--- src/rtl/contador_pkg.sv ---
// ---------------------------------------------------------------------------
// contador_pkg
// Shared definitions for the contador_ctrl step sequencer: controller state
// encoding, field widths and the 8-entry output sequence table.
// No ports (package).
// ---------------------------------------------------------------------------
package contador_pkg;

    typedef enum logic [1:0] {
        ST_IDLE  = 2'd0,
        ST_RUN   = 2'd1,
        ST_PAUSE = 2'd2,
        ST_DONE  = 2'd3
    } state_t;

    localparam int IDX_W    = 3;  // sequence index width (8 entries)
    localparam int Q_W      = 4;  // sequence value width
    localparam int NSTEPS_W = 4;  // steps-per-run input width
    localparam int REM_W    = 5;  // remaining-step counter, holds up to 16
    localparam int PRESC_W  = 4;  // prescaler, holds up to DIV-1 = 15

    // Index 0 is the rightmost element of the concatenation.
    localparam logic [7:0][Q_W-1:0] SEQ_TABLE = {
        4'b1000, 4'b1100, 4'b1110, 4'b1111,
        4'b0111, 4'b0011, 4'b0001, 4'b0000
    };

    function automatic logic [Q_W-1:0] seq_value(input logic [IDX_W-1:0] i);
        return SEQ_TABLE[i];
    endfunction

endpackage

--- src/rtl/contador_seq.sv ---
// ---------------------------------------------------------------------------
// contador_seq
// Sequence index register plus table lookup. The index advances by one
// (wrapping 7->0) on each cycle with step=1 and returns to 0 on clr=1.
// Ports:
//   clk   in   clock, rising edge
//   rst   in   asynchronous active-high reset (index -> 0)
//   step  in   advance the index this cycle
//   clr   in   force the index to 0 this cycle (wins over step)
//   idx   out  current index
//   q     out  SEQ_TABLE[idx]
// ---------------------------------------------------------------------------
module contador_seq
    import contador_pkg::*;
(
    input  logic             clk,
    input  logic             rst,
    input  logic             step,
    input  logic             clr,
    output logic [IDX_W-1:0] idx,
    output logic [Q_W-1:0]   q
);

    logic [IDX_W-1:0] idx_q;
    logic [IDX_W-1:0] idx_d;

    always_comb begin
        idx_d = idx_q;
        if (clr) begin
            idx_d = '0;
        end else if (step) begin
            // Natural 3-bit overflow gives the 7->0 wrap.
            idx_d = idx_q + IDX_W'(1);
        end
    end

    always_ff @(posedge clk or posedge rst) begin
        if (rst) begin
            idx_q <= '0;
        end else begin
            idx_q <= idx_d;
        end
    end

    assign idx = idx_q;
    assign q   = seq_value(idx_q);

endmodule

--- src/rtl/contador_ctrl.sv ---
// ---------------------------------------------------------------------------
// contador_ctrl
// Run controller for a prescaled step sequencer. A run of nsteps steps
// (0 means 16) starts from IDLE on start; every DIV clocks in RUN a step
// strobe advances the sequence index. pause holds the run, stop aborts it
// without a done pulse. The index is not reset by start, so runs continue
// the sequence; clr in IDLE returns it to 0.
// Parameters:
//   DIV     clock cycles per step (1..16)
// Ports:
//   C       in   clock, rising edge
//   R       in   asynchronous active-high reset
//   start   in   begin a run (IDLE only)
//   stop    in   abort the run (RUN/PAUSE), has priority over pause
//   pause   in   level, holds the run while high
//   clr     in   clear the sequence index (IDLE only)
//   nsteps  in   steps per run, latched at start; 0 means 16
//   step    out  one-cycle advance strobe (combinational)
//   Q       out  current sequence value
//   idx     out  current sequence index
//   busy    out  high in RUN or PAUSE
//   done    out  one-cycle pulse after a run completes normally
// ---------------------------------------------------------------------------
module contador_ctrl
    import contador_pkg::*;
#(
    parameter int DIV = 2
) (
    input  logic       C,
    input  logic       R,
    input  logic       start,
    input  logic       stop,
    input  logic       pause,
    input  logic       clr,
    input  logic [3:0] nsteps,
    output logic       step,
    output logic [3:0] Q,
    output logic [2:0] idx,
    output logic       busy,
    output logic       done
);

    localparam logic [PRESC_W-1:0] PRESC_MAX = PRESC_W'(DIV - 1);

    state_t             state_q, state_d;
    logic [PRESC_W-1:0] presc_q, presc_d;
    logic [REM_W-1:0]   rem_q,   rem_d;
    logic               step_int;
    logic               clr_seq;

    always_comb begin
        state_d  = state_q;
        presc_d  = presc_q;
        rem_d    = rem_q;
        step_int = 1'b0;

        case (state_q)
            ST_IDLE: begin
                if (start) begin
                    state_d = ST_RUN;
                    presc_d = '0;
                    rem_d   = (nsteps == '0) ? REM_W'(16) : {1'b0, nsteps};
                end
            end

            ST_RUN: begin
                if (stop) begin
                    state_d = ST_IDLE;
                    presc_d = '0;
                end else if (pause) begin
                    // Prescaler holds so no strobe is lost across the pause.
                    state_d = ST_PAUSE;
                end else begin
                    step_int = (presc_q == PRESC_MAX);
                    presc_d  = step_int ? '0 : presc_q + PRESC_W'(1);
                    if (step_int) begin
                        rem_d = rem_q - REM_W'(1);
                        if (rem_q == REM_W'(1)) begin
                            state_d = ST_DONE;
                        end
                    end
                end
            end

            ST_PAUSE: begin
                if (stop) begin
                    state_d = ST_IDLE;
                    presc_d = '0;
                end else if (!pause) begin
                    state_d = ST_RUN;
                end
            end

            ST_DONE: begin
                // A start arriving here is deliberately dropped.
                state_d = ST_IDLE;
            end

            default: begin
                state_d = ST_IDLE;
            end
        endcase
    end

    always_ff @(posedge C or posedge R) begin
        if (R) begin
            state_q <= ST_IDLE;
            presc_q <= '0;
            rem_q   <= '0;
        end else begin
            state_q <= state_d;
            presc_q <= presc_d;
            rem_q   <= rem_d;
        end
    end

    // clr only acts in IDLE; with start it still applies, so the run begins at 0.
    assign clr_seq = (state_q == ST_IDLE) && clr;

    contador_seq u_seq (
        .clk  (C),
        .rst  (R),
        .step (step_int),
        .clr  (clr_seq),
        .idx  (idx),
        .q    (Q)
    );

    assign step = step_int;
    assign busy = (state_q == ST_RUN) || (state_q == ST_PAUSE);
    assign done = (state_q == ST_DONE);

endmodule

--- config.mk ---
export PLATFORM = sky130hd
export DESIGN_NAME = contador_ctrl
export DESIGN_NICKNAME = d
export VERILOG_FILES = /design/src/rtl/contador_pkg.sv /design/src/rtl/contador_seq.sv /design/src/rtl/contador_ctrl.sv
export SDC_FILE = /design/constraint.sdc
export NUM_CORES = 1
export LEC_CHECK = 0
export BUFFER_PORTS_ARGS = -buffer_cell sky130_fd_sc_hd__buf_2
export CAP_MARGIN = 20
export CORE_ASPECT_RATIO = 0.8
export CORE_MARGIN = 3
export CORE_UTILIZATION = 55
export DETAILED_ROUTE_END_ITERATION = 10
export GPL_TIMING_DRIVEN = 0
export PLACE_DENSITY = 0.85
export SLEW_MARGIN = 0
export SYNTH_ARGS = -nofsm -noshare
export SYNTH_HDL_FRONTEND = slang
export SYNTH_SLANG_ARGS = --single-unit
--- constraint.sdc ---
create_clock -name C -period 3.6 [get_ports C]
set_input_delay 0 -clock C [delete_from_list [all_inputs] [get_ports C]]
set_output_delay 0 -clock C [all_outputs]
set_load 0.005 [all_outputs]
==> flow_metrics.py, run 1 <==
metrics = {
    "run_status": {
        "status": "completed",
    },
    "worst_setup_path": {
        "required_ns": 3.76,
        "worstSetupPathType": "flop to flop",
        "cp.arrival_ns": 2.18,
        "crit_path_start_kind": "flop",
        "critPathCaptureType": "flop",
        "r2r_cells": 7,
        "regToRegStartpoint": "state_q[0]",
        "path_max_fanout": 10,
        "r2r_slack_ns": 1.58,
        "r2r_end": "presc_q[3]",
    },
    "final_layout": {
        "num-fill-cells": 137,
        "diodes": 0,
        "finish.utilization": 0.723,
        "drive_gt1_frac": 0.234,
        "syn_to_final_growth_pct": 15.1,
        "stdcell_area_um2": 1260,
        "finalNetCount": 167,
    },
    "synth": {
        "syn_avg_cell_area_um2": 9.34,
        "yosysSeqAreaShare": 0.321,
        "synth_top_area_share": 0.321,
        "async_flop_share": 1.00,
        "synth_enable_flop_cells": 0,
        "ys_types": 39,
        "synthFlopType": "dfrtp_1",
        "syn-cell-area_um2": 1090,
        "netlist_instances": 117,
        "yosysWarnings": 0,
        "yosysTopAreaCell": "dfrtp_1",
        "synth_seq_cells": 14,
        "ys_top_cells_by_area": "dfrtp_1, ha_1, o21ai_0",
        "synth_commonest_cells": "dfrtp_1, ha_1, inv_1",
        "synth_fp_nets": 141,
    },
    "global_routing": {
        "grtUsageTotal": 0.206,
        "gr-total-overflow": 0,
        "grt_pass1_vias": 951,
        "grt_max_degree": 15,
        "antenna_found_initial": 0,
        "grt_pass1_wl_mm": 4.05,
    },
    "clock_network": {
        "postCtsSetupRepairBufs": 0,
        "cts_buffers": 3,
        "clk_pin_slew_ns": 0.08,
        "cts_sinks": 14,
        "tritoncts": "yes",
        "clockBufferDepth": 2,
        "clk_latency_ns": 0.28,
        "cts_root_buffer": "clkbuf_4",
        "cts_htree_levels": 1,
    },
    "route": {
        "dr.pass1.iters": 4,
        "drcViolationCount": 0,
        "num_vias": 935,
        "ant_nets": 0,
        "drt_iter0_markers": 28,
        "wire_per_inst_um": 14.4,
        "drt_wl_total_mm": 2.35,
        "avgViaCountPerCell": 5.74,
    },
    "worst_hold_path": {
        "holdPathEnd": "rem_q[2]",
        "hp-start": "nsteps[2]",
        "holdPathStages": 3,
        "hp-class": "input port to flop",
    },
    "timing": {
        "fmax_mhz": 495,
        "slew_violations": 0,
        "worstMarginPinSlew_ns": 0.562,
        "finalClockSkew_ns": 0.00328,
        "period_share": 0.561,
        "maxSlewHeadroom": 0.625,
        "tns_ns": 0,
        "hold_viol_final": 0,
        "rsz0062_at_grt": "no",
        "period_minus_slack_ns": 2.02,
        "setup_violations": 0,
    },
    "placement": {
        "dpl.hpwl_mm": 1.80,
        "place_area_um2": 1210,
        "io_buffers": 19,
        "place_congestion": 0.804,
    },
    "power_and_ir_drop": {
        "ir_worst_vdd_v": 0.000554,
        "power_density_nw_per_um2": 683,
        "p_leak_uw": 0.000628,
    },
    "flow_run": {
        "maxCapViolations": 0,
    },
    "floorplanning": {
        "die_area_um2": 2560,
        "placementRows": 13,
        "fp.coreArea_um2": 1740,
        "die_w_um": 55.8,
        "initial_core_util": 0.628,
        "die_h_um": 45.9,
        "ioPinCount": 20,
    },
}
-- cell type report --
| type | instances | area, µm² | area share |
|---|---|---|---|
| multi-input combinational | 88 | 674 | 0.536 |
| clock buffer | 3 | 22.5 | 0.0179 |
| buffer | 3 | 22.5 | 0.0179 |
| sequential | 14 | 350 | 0.279 |
| inverter | 12 | 45.0 | 0.0358 |
| timing repair buffer | 21 | 115 | 0.0915 |
| tap | 22 | 27.5 | 0.0219 |
-- metrics by stage --
stage / cells / total power (µW) / setup WS [ns] / hold WS (ns)
2_1_floorplan: 117 / 636 / 1.86 / -0.111
3_3_place_gp: 158 / 732 / 1.72 / 0.0689
3_5_place_dp: 158 / 764 / 1.61 / 0.0794
4_1_cts: 163 / 858 / 1.58 / 0.0763
5_1_grt: 163 / 935 / 1.48 / 0.117
6_report: 163 / 858 / 1.58 / 0.0821
-- per-layer routing --
layer / part of all wire / global-route usage / wire length, µm
met3: 0.075 / 0.0680 / 176
met2: 0.51 / 0.394 / 1190
met5: 0 / 0 / 0
met4: 0.0051 / 0.0284 / 12
met1: 0.41 / 0.236 / 973
-- logic make-up (layout without fill, tap and decap cells) --
kind of cell / after synthesis / in the layout / share of synthesized area
muxes: 4 / 4 / 0.0378
AOI/OAI and AO/OA: 33 / 33 / 0.211
and+or+nand+nor: 34 / 34 / 0.184
DFF: 14 / 14 / 0.321
xor gates and xnor gates: 3 / 3 / 0.0241
adders and majority gates: 14 / 14 / 0.160
buffers and inverters: 15 / 39 / 0.0619
-- how the worst max path moves through the flow --
stage	startpoint	endpoint
5_1_grt	state_q[0]	presc_q[3]
4_1_cts	state_q[0]	presc_q[3]
2_1_floorplan	state_q[0]	presc_q[3]
3_5_place_dp	state_q[0]	presc_q[3]
3_3_place_gp	state_q[0]	presc_q[3]
6_report	state_q[0]	presc_q[3]
-- flip-flops by register name, indices dropped and copies added (netlist names) --
name and count:
rem_q 5, u_seq.idx 3, state_q 2, presc_q 4
-- cell usage in the layout (no fill, tap or decap), drive strengths merged, types with 2 or more instances in the layout --
cell / instances
nor2b: 8
nor3: 5
buf: 21
dfrtp: 14
nand3: 3
or2: 2
inv: 12
nor2: 4
nand2b: 2
a31oi: 3
o21ai: 9
xor2: 2
nor3b: 2
a21boi: 2
clkbuf: 4
a21oi: 9
mux2i: 3
dlygate4sd3: 2
nand2: 6
ha: 14
-- report_power, final --
group / switching [µW] / internal (µW)
combinational: 273 / 230
sequential: 59.6 / 208
clock: 48.8 / 38.8
-- worst max-delay path, stage by stage, from the launching register on --
cell and delay [ns]:
dfrtp_1 0.43, inv_1 0.11, ha_1 0.30, nor2b_4 0.16, buf_6 0.13, a2111oi_4 0.43
a21boi_2 0.24, o22ai_1 0.10
-- what timing repair did --
action                                 4_1_cts  5_1_grt
endpoints found under the hold margin       17        0
hold buffers                                 2        0
gates resized for setup                      0        0
Note: power is estimated with default switching activity, not from simulation.
==> inputs of run 2 (changes only) <==
--- a/config.mk
+++ b/config.mk
@@ -9,10 +9,10 @@
 export CAP_MARGIN = 20
 export CORE_ASPECT_RATIO = 0.8
 export CORE_MARGIN = 3
-export CORE_UTILIZATION = 55
+export CORE_UTILIZATION = 54
 export DETAILED_ROUTE_END_ITERATION = 10
 export GPL_TIMING_DRIVEN = 0
-export PLACE_DENSITY = 0.85
+export PLACE_DENSITY = 0.84
 export SLEW_MARGIN = 0
 export SYNTH_ARGS = -nofsm -noshare
 export SYNTH_HDL_FRONTEND = slang
==> constraint.sdc (replaced) <==
create_clock -name C -period 2 [get_ports C]
set_input_delay 0 -clock C [delete_from_list [all_inputs] [get_ports C]]
set_output_delay 0 -clock C [all_outputs]
set_load 0.005 [all_outputs]
==> run 2 against run 1 <==
Wire length shrank 1.1%. Power up 91%. Utilization up 2.1 points. Die area is 1.6% higher. Maximum frequency up 8.5%. Cell count is 1.8% higher. Hold slack lost 0.035 ns. Clock power is 130% higher. Non-clock buffer count is 2 higher. Final area rose by 3.9%. Largest cell class unchanged.
==> flow_metrics.py, run 2 (same netlist as run 1, synthesis figures left out) <==
metrics = {
    "route": {
        "dr.pass1.iters": 4,
        "top_layer": "met4",
        "num_vias": 958,
        "drcViolationCount": 0,
        "ant_nets": 0,
        "drt_iter0_markers": 15,
        "met2_length_mm": 1.15,
        "wl_met3_um": 190,
        "drt_wl_total_mm": 2.33,
        "met1Wirelength_um": 981,
        "wire_per_inst_um": 14.0,
        "avgViaCountPerCell": 5.77,
    },
    "worst_setup_path": {
        "cpPeakStageDelay_ns": 0.43,
        "worstPathCellList": "inv_1 > ha_2 > nor3b_4 > a21oi_2 > or2_1 > o22a_1",
        "cpLargestDelayFamily": "simple AND/OR/NAND/NOR gates",
        "required_ns": 2.16,
        "worstSetupPathType": "flop to flop",
        "cp.arrival_ns": 2.03,
        "path_max_fanout": 7,
        "slowest_stage": "dfrtp_1",
        "critPathCaptureType": "flop",
        "crit_path_start_kind": "flop",
        "crit_buf_inv": 1,
    },
    "power_and_ir_drop": {
        "ir_worst_vdd_v": 0.00109,
        "power_density_nw_per_um2": 1260,
        "p_leak_uw": 0.000644,
    },
    "final_layout": {
        "largest_reg_flops": 5,
        "num-fill-cells": 131,
        "stdcell_area_um2": 1310,
        "final_cell_mix": "buf_2, dfrtp_1, inv_1, ha_1, o21ai_0",
        "finalNetCount": 169,
        "syn_to_final_growth_pct": 19.6,
        "regMostFlops": "rem_q",
        "finish.utilization": 0.744,
        "diodes": 0,
        "layout_commonest_cell": "buf_2",
        "drive_gt1_frac": 0.271,
    },
    "global_routing": {
        "grt_pass1_wl_mm": 3.91,
        "grtUsageTotal": 0.197,
        "grt_pass1_vias": 897,
        "grt_max_degree": 15,
        "antenna_found_initial": 0,
        "gr-total-overflow": 0,
    },
    "timing": {
        "rsz0062_at_grt": "no",
        "tns_ns": 0,
        "maxSlewHeadroom": 0.633,
        "setup_violations": 0,
        "fmax_mhz": 537,
        "period_minus_slack_ns": 1.86,
        "slew_violations": 0,
        "hold_viol_final": 0,
        "period_share": 0.931,
        "worstMarginPinSlew_ns": 0.550,
        "finalClockSkew_ns": 0.00871,
    },
    "clock_network": {
        "cts_htree_levels": 1,
        "cts_buffers": 3,
        "clockBufferDepth": 2,
        "cts_root_buffer": "clkbuf_4",
        "tritoncts": "yes",
        "clk_latency_ns": 0.28,
        "cts_sinks": 14,
        "clk_pin_slew_ns": 0.09,
    },
    "floorplanning": {
        "die_area_um2": 2600,
        "die_h_um": 46.2,
        "initial_core_util": 0.622,
        "placementRows": 13,
        "ioPinCount": 20,
        "die_w_um": 56.3,
        "fp.coreArea_um2": 1760,
    },
    "placement": {
        "place_congestion": 0.821,
        "io_buffers": 19,
        "dpl.hpwl_mm": 1.73,
        "place_area_um2": 1210,
    },
    "worst_hold_path": {
        "hp-class": "input port to flop",
    },
    "run_status": {
        "status": "completed",
    },
    "flow_run": {
        "maxCapViolations": 0,
    },
}
[run 2: stage by stage]
| stage | setup WS (ns) | hold slack (ns) | std cells | power (µW) |
|---|---|---|---|---|
| 3_5_place_dp | 0.0675 | 0.0716 | 158 | 1370 |
| 4_1_cts | 0.0465 | 0.0550 | 164 | 1590 |
| 5_1_grt | 0.0215 | 0.0751 | 166 | 1800 |
| 3_3_place_gp | 0.123 | 0.0628 | 158 | 1320 |
| 2_1_floorplan | 0.261 | -0.111 | 117 | 1140 |
| 6_report | 0.138 | 0.0471 | 166 | 1640 |
[run 2: timing repair]
item	4_1_cts	5_1_grt
resized for setup	0	5
hold buffers	2	0
hold endpoints to repair	17	0
setup endpoints to repair	0	8
setup buffers	0	2
[run 2: layout make-up]
type,instances,area (µm²),share of cell area
inverters,12,45.0,0.0345
multi-input cells,88,694,0.532
plain buffers,3,22.5,0.0172
repair buffers,23,130,0.0996
clock buffers,4,36.3,0.0278
flip-flops and latches,14,350,0.268
well taps,22,27.5,0.0211
[run 2: layer usage]
metal,vias to the layer above,GRT usage
met5,-,0
met4,0,0.0332
met3,2,0.0728
met2,40,0.364
met1,454,0.225
li1,462,-
[run 2: final timing paths]
kind                       startpoint            to  slack, ns  depth (start not counted)
hold / removal              nsteps[1]      rem_q[1]       0.05                          3
max in group asynchronous           R      rem_q[3]       1.32                          3
hold reg to reg            presc_q[0]    presc_q[0]       0.54                          1
min in group asynchronous           R  u_seq.idx[1]       0.31                          3
setup / recovery           state_q[1]      rem_q[3]       0.14                          6
setup reg to reg           state_q[1]      rem_q[3]       0.14                          6
[run 2: worst reg2reg max path: stages (launching register included)]
cell and delay, ns:
dfrtp_1 0.43, inv_1 0.14, ha_2 0.26, nor3b_4 0.28, a21oi_2 0.15, or2_1 0.28, o22a_1 0.22
[run 2: report_power, final]
group | leakage (µW) | internal, µW | switching [µW]
Clock | 0.0000210 | 111 | 90.9
Sequential | 0.000181 | 374 | 109
Combinational | 0.000442 | 461 | 497
Total | 0.000644 | 945 | 696
